## src/rtl/meteor_spawn_scheduler.sv

```systemverilog
// meteor_spawn_scheduler: round-robin meteor spawn sequencer with frame cooldown and valid/ack offer
module meteor_spawn_scheduler #(
    parameter int NUM_OBJ      = 4,
    parameter int IDX_W        = 2,
    parameter int SPAWN_FRAMES = 30,
    parameter int X_LIMIT      = 600,
    parameter int FOLD         = 512
) (
    input  logic             Clk,
    input  logic             Reset,
    input  logic             frame_clk,
    input  logic             enable,
    input  logic [NUM_OBJ-1:0] obj_alive,
    input  logic [9:0]       rand_x,
    input  logic [2:0]       rand_x_speed,
    input  logic [2:0]       rand_y_speed,
    input  logic             spawn_ack,
    output logic             spawn_valid,
    output logic [IDX_W-1:0] spawn_idx,
    output logic [9:0]       spawn_x,
    output logic [2:0]       spawn_x_speed,
    output logic [2:0]       spawn_y_speed,
    output logic             busy
);
    typedef enum logic [1:0] {COOLDOWN, SEARCH, SAMPLE, OFFER} state_t;
    state_t state, state_n;
    logic [7:0] cooldown;
    logic [IDX_W-1:0] last_idx, sel_idx, cand;
    logic [IDX_W:0] scan;
    logic found, frame_clk_d, tick;
    assign tick        = frame_clk & ~frame_clk_d;
    assign spawn_valid = state == OFFER;
    assign busy        = !(state == COOLDOWN && cooldown == 8'd0);
    // round-robin scan for the first free slot after last_idx; descending loop so the nearest slot wins
    always_comb begin
        found = 1'b0;
        cand  = '0;
        scan  = '0;
        for (int k = NUM_OBJ; k >= 1; k--) begin
            scan = {1'b0, last_idx} + (IDX_W+1)'(k);
            scan = scan >= (IDX_W+1)'(NUM_OBJ) ? scan - (IDX_W+1)'(NUM_OBJ) : scan;
            if (!obj_alive[scan[IDX_W-1:0]]) begin
                found = 1'b1;
                cand  = scan[IDX_W-1:0];
            end
        end
    end
    // state register
    always_ff @(posedge Clk or posedge Reset)
        if (Reset) state <= COOLDOWN;
        else       state <= state_n;
    // next-state: ack beats a same-cycle alive rise, disable only aborts a search
    always_comb begin
        state_n = state;
        case (state)
            COOLDOWN: state_n = (cooldown == 8'd0 && enable) ? SEARCH : COOLDOWN;
            SEARCH:   state_n = !enable ? COOLDOWN : found ? SAMPLE : SEARCH;
            SAMPLE:   state_n = OFFER;
            OFFER:    state_n = spawn_ack ? COOLDOWN : obj_alive[spawn_idx] ? SEARCH : OFFER;
        endcase
    end
    // frame edge, cooldown counter, slot bookkeeping and payload capture
    always_ff @(posedge Clk or posedge Reset) begin
        if (Reset) begin
            frame_clk_d   <= 1'b0;
            cooldown      <= 8'd0;
            last_idx      <= IDX_W'(NUM_OBJ - 1);
            sel_idx       <= '0;
            spawn_idx     <= '0;
            spawn_x       <= '0;
            spawn_x_speed <= '0;
            spawn_y_speed <= '0;
        end else begin
            frame_clk_d <= frame_clk;
            case (state)
                COOLDOWN: if (enable && tick && cooldown != 8'd0) cooldown <= cooldown - 8'd1;
                SEARCH:   if (found) sel_idx <= cand;
                SAMPLE: begin
                    spawn_idx     <= sel_idx;
                    spawn_x       <= rand_x > 10'(X_LIMIT) ? rand_x - 10'(FOLD) : rand_x;
                    spawn_x_speed <= rand_x_speed;
                    spawn_y_speed <= rand_y_speed == 3'd0 ? 3'd1 : rand_y_speed;
                end
                OFFER: if (spawn_ack) begin
                    last_idx <= spawn_idx;
                    cooldown <= 8'(SPAWN_FRAMES);
                end
            endcase
        end
    end
endmodule

```

## config.mk

```make
export PLATFORM = sky130hd
export DESIGN_NAME = meteor_spawn_scheduler
export DESIGN_NICKNAME = d
export VERILOG_FILES = /design/src/rtl/meteor_spawn_scheduler.sv
export SDC_FILE = /design/constraint.sdc
export NUM_CORES = 1
export LEC_CHECK = 0
export CORE_UTILIZATION = 44
export CTS_BUF_LIST = sky130_fd_sc_hd__clkbuf_2
export CTS_CLUSTER_DIAMETER = 200
export DETAILED_ROUTE_END_ITERATION = 10
export PLACE_DENSITY = 0.85
export REMOVE_ABC_BUFFERS = 1
export SYNTH_ARGS = -nofsm -noshare
export SYNTH_HDL_FRONTEND = slang
export SYNTH_SLANG_ARGS = --single-unit
```

## constraint.sdc

```tcl
create_clock -name Clk -period 1.5 [get_ports Clk]
set_input_delay 0.3 -clock Clk [delete_from_list [all_inputs] [get_ports Clk]]
set_output_delay 0.3 -clock Clk [all_outputs]
set_load 0.02 [all_outputs]
```

### Word level (Yosys, flattened, before mapping)

Index checks and enable logic that the tools add are counted.

| operators by class | value |
|---|---|
| add/sub/neg operators | 10 |
| bitwise logic cells | 2 |
| equal/unequal tests | 5 |
| reduce and logical (&&, ||, !) cells | 13 |
| order comparisons | 10 |
| multiplexer cells | 33 |

Operators with widths:

| cell | count |
|---|---|
| two-way mux 2 bit | 12 |
| two-way mux 8 bit | 2 |
| one-hot mux 8 bit (2 select lines) | 1 |
| < comparator 2 x 3 -> 1 bit, second input constant | 5 |
| >= comparator 3 bit, second input constant | 4 |
| binary-select mux 1 bit (select 2 bit) | 5 |
| > comparator 10 bit, second input constant | 1 |
| two-way mux 1 bit | 10 |
| two-way mux 10 bit | 1 |
| subtractor 10 bit, second input constant | 1 |
| logical NOT 8 bit | 1 |
| one-hot mux 2 bit (4 select lines) | 1 |
| nonzero test 8 bit | 1 |
| subtractor 2 x 1 -> 2 bit, second input constant | 4 |
| subtractor 8 x 1 -> 8 bit, second input constant | 1 |
| adder 2 x 2 -> 3 bit, second input constant | 2 |
| == test 2 bit, second input constant | 2 |
| logical AND 1 bit | 4 |
| AND reduction 2 bit | 2 |
| adder 2 x 1 -> 3 bit, second input constant | 1 |
| adder 2 x 3 -> 3 bit, second input constant | 1 |
| logical NOT 3 bit | 1 |
| two-way mux 3 bit | 1 |
| AND reduction 3 bit | 1 |
| 8 further kinds | 8 |

| storage, ports and cells | value |
|---|---|
| register bits | 33 |
| input port bits | 25 |
| output and inout bits | 20 |
| logic and storage cells | 82 |

### Logic depth before layout (Yosys ltp)

| logic depth | value |
|---|---|
| depth after elaboration | 12 |
| mapped depth | 6 |
| gate-level depth less buffers | 6 |

### Worst setup path after synthesis

Ideal clock, no wire load.

| path | value |
|---|---|
| kind | flip-flop to output port |
| start point | register cooldown[3] |
| end point | output port busy |
| arrival | 1249 ps |
| data required time | 1200 ps |
| path buffers | 0 |
| slack | -49 ps |
| stages on the path, launching flop included | 5 |
| path through | dfrtp_1 nor4_1 nand2_1 nor2_1 nand2_1 |

| on the way | value |
|---|---|
| longest elaborated chain between the ends | 3 |

RTL lines:

| what | line | RTL |
|---|---|---|
| start, declared | 27 | `logic [7:0] cooldown;` |
| start signal, assigned | 76 | `COOLDOWN: if (enable && tick && cooldown != 8'd0) cooldown <= cooldown - 8'd1;` |
| start signal, assigned | 86 | `cooldown <= 8'(SPAWN_FRAMES);` |
| logical NOT 8 bit | 33 | `assign busy = !(state == COOLDOWN && cooldown == 8'd0);` |
| logical AND 1 bit | 33 |  |
| logical NOT 1 bit | 33 |  |
| end, declared | 23 | `output logic busy` |

Every way passes these cells.

### Final worst setup path

| path | value |
|---|---|
| start point | register cooldown[1] |
| end point | output port busy |

Same word-level chain as after synthesis.

==> PnR_summary.wiki <==
{| class="wikitable"
! Metric !! Value
|-
| Count of vias placed by the detailed router || ~1400
|-
| Final ANT Viol Nets || 0
|-
| Worst min path class || in2async
|-
| Clock Latency Late Sink || about 400 ps
|-
| Post-CTS Hold Buffers || 0
|-
| Number of buffers created by CTS || 5
|-
| Gp weighted congestion || about 0.89
|-
| Clock period minus final worst setup slack || 1865 ps
|-
| Post-route worst setup slack || -365.2 ps
|-
| Final-report hold violation count || 0
|-
| Distinct cell type count of the synthesized netlist || 39
|-
| DR vias/cell || roughly 5.3
|-
| Ys Warns || 0
|-
| Internal reg-to-reg setup slack || -280 ps
|-
| Via count of the first global-routing pass || 1436
|-
| Top-level I/O count || 45
|-
| Largest stage delay, worst path || roughly 420 ps
|-
| GR Util All Layers || between 20% and 30%
|-
| Ranking of synthesized cells by instance count || dfrtp_1, mux2_2, nand2_1
|-
| Net count reported at finish || between 200 and 250
|-
| Final routed wirelength across all metal layers || around 4200 um
|-
| Number of max-cap violations || 0
|-
| Max FO, Critical Path || 2
|-
| Core region area || 3390 um2
|-
| Dpl hpwl || slightly below 3000 um
|-
| First DRT Iteration DRCs || 28
|-
| Setup WS pre-CTS || -417.6 ps
|-
| Horizontal die dimension || approximately 62 um
|-
| Largest voltage drop on the vdd net || roughly 1.1 mV
|-
| Critical path class || reg2out
|-
| Post-synthesis to final-layout area growth || 58.28%
|-
| Clock input transition at the sequential cells of the worst setup and hold paths || roughly 180 ps
|-
| Worst slew slack as a fraction of its limit || about four fifths
|-
| Static leakage || about 1.1 nW
|-
| Die Span Y || just over 60 um
|-
| Maximum number of pins on one net before global-route repair || 34
|-
| Required @ worst endpoint || between 1000 and 1500 ps
|-
| Wirelength per Cell || 15.72 um
|-
| Fill cells || between 200 and 250
|-
| Worst clock skew on the final layout || between 15 and 20 ps
|-
| CP delay by family, top || flip-flops
|-
| Number of detailed-route iterations in the first pass || 4
|-
| Count of flip-flops with a built-in enable after synthesis || 0
|-
| Period Utilization, post-route || 124.3%
|-
| Clock root cell || clkbuf_2
|-
| Average cell area after synthesis || ~12 um2
|-
| Cell row count || 21
|-
| Cells along the critical path || inv_2 -> ha_4 -> nor2b_4 -> nand2_2 -> nor2_2 -> nand2_1 -> buf_6
|-
| Final antenna diode count || 0
|-
| Number of placed instances, taps included || approximately 250
|-
| TritonCTS clock tree || done
|-
| Largest area contributor in the netlist || dfrtp_1
|-
| Fraction of synthesis flops using an asynchronous set or reset pin || 100.0%
|-
| Final std cells w/o fill || roughly 270
|-
| First-pass GRT wire length || around 6300 um
|-
| Max H-tree Level || 2
|-
| Final setup TNS || -1216 ps
|-
| Total power density per cell area || roughly 1700 nW/um2
|-
| CTS Sinks || 33
|-
| Number of max-slew violations in the final report || 0
|-
| Sort of element at the end of the critical path || output port
|-
| Outcome || finished, violations left
|-
| Most frequently used flop master after synthesis || dfrtp_1
|-
| Antenna violations before repair || 0
|-
| Slowest stage cell on the critical path || dfrtp_1
|-
| Synth top area cells || dfrtp_1, mux2_2, dfstp_2
|-
| Most common cell in the synthesized netlist || dfrtp_1
|-
| Overflow after GRT || 0
|-
| Gate count of the mapped netlist || between 100 and 150
|-
| Achievable clock frequency || approximately 540 MHz
|-
| Full die area || around 3800 um2
|-
| Clock buffer depth || 2
|-
| Seq cells post-synth || 33
|-
| Residual DRC count || 0
|-
| Setup repair after global routing missed its margin || yes
|-
| Starting Density || a little under half
|-
| Actual transition at the worst max-transition pin || between 300 and 400 ps
|-
| Setup-violating endpoint count in the final report || 6
|-
| Share of the synthesized area in the top cell type || between 40% and 50%
|-
| Sequential element share of the synthesized area || 52.71%
|-
| Violated checks || setup timing
|-
| Buffering stage count on the worst path with inverters included || 2
|-
| Post-Synthesis Cell Area || about 1600 um2
|-
| Arrival time reported for the critical path endpoint || approximately 1600 ps
|-
| Port Buf Inserts || 44
|-
| Category of the worst setup path launch point || register
|-
| Fraction of final layout cells sized beyond drive strength 1 || between 30% and 40%
|}
-- path summary, 6_finish.rpt --
path | from | to | cells after the start
max reg2reg | cooldown[4] | cooldown[4] | 5
min reg2reg | spawn_x[5] | spawn_x[5] | 1
max in group asynchronous | Reset | last_idx[0] | 3
max | cooldown[1] | busy | 7
min | Reset | spawn_y_speed[2] | 3
min in group Clk | frame_clk | frame_clk_d | 1
-- kinds of logic after synthesis --
logic type / share of synthesized area, %
compound gates: 11.15
simple gates: 14.25
mux: 17.52
buf+inv: 2.786
flops: 52.71
fa+ha+maj: 1.592
-- what timing repair did --
action / 4_1_cts / 5_1_grt
cloned: 0 / 0
setup endpoints to repair: 25 / 13
setup buffers: 4 / 5
resized for setup: 37 / 19
pin swaps: 7 / 5
-- where the power goes --
part           internal [W]  switching [W]  total (W)
registers           0.00127       0.000240    0.00151
clock network      0.000117       0.000310   0.000426
logic               0.00111        0.00111    0.00222
total               0.00250        0.00166    0.00415
-- registers in the layout (all words and copies together) (netlist names) --
signal	cells
spawn_x	10
state	2
sel_idx	2
spawn_x_speed	3
cooldown	8
last_idx	2
spawn_idx	2
spawn_y_speed	3
frame_clk_d	1
-- layout by cell type (no fill, tap or decap), types with 2 or more instances in the layout --
master and n:
dfrtp_1 31, buf_4 31, clkdlybuf4s50_1 24, mux2_2 17
dlygate4sd2_1 16, nand2_1 12, nor2_1 7, clkbuf_2 6
buf_6 6, a21oi_1 5, o21ai_0 5, inv_1 5
mux2i_1 5, nand4_1 3, nand3_1 3, nand2_2 2
nor2_2 2, o31ai_1 2, inv_2 2, a31oi_1 2
or4_4 2, clkinv_2 2, dfstp_2 2, clkdlybuf4s15_1 2
buf_12 2
-- tightest hold or removal path: cells and delay by family --
family	cells	cell delay [ps]
buffers and inverters	3	700
-- cell type report --
class	instances	area (um2)	area share [%]
clock buffer	6	30.03	1.207
inverter	7	26.28	1.056
clock inverter	2	10.01	0.4024
timing repair buffer	82	745.7	29.98
sequential	33	828.3	33.30
multi-input combinational	92	789.5	31.74
tap	46	57.56	2.314
-- routing by layer --
metal	global-route usage, %	vias up	wire length, um	share of wire (%)
met3	7.660	10	260	6.2
met4	10.79	0	93	2.2
li1	-	663	-	-
met1	26.29	704	1641	39
met5	0	-	0	0
met2	40.86	44	2218	53
-- stage by stage --
step / utilization, % / hold slack, ps / power, W / cell area, um2
4_1_cts: 70.14 / 229.7 / 0.004026 / 2377
2_1_floorplan: - / 331.4 / 0.002620 / 1554
3_5_place_dp: 67.70 / 489.8 / 0.003707 / 2295
6_report: 73.39 / 210.9 / 0.004154 / 2487
3_3_place_gp: 67.70 / 470.1 / 0.003589 / 2295
5_1_grt: 73.39 / 214.8 / 0.004405 / 2487
Note: power is estimated with default switching activity, not from simulation.
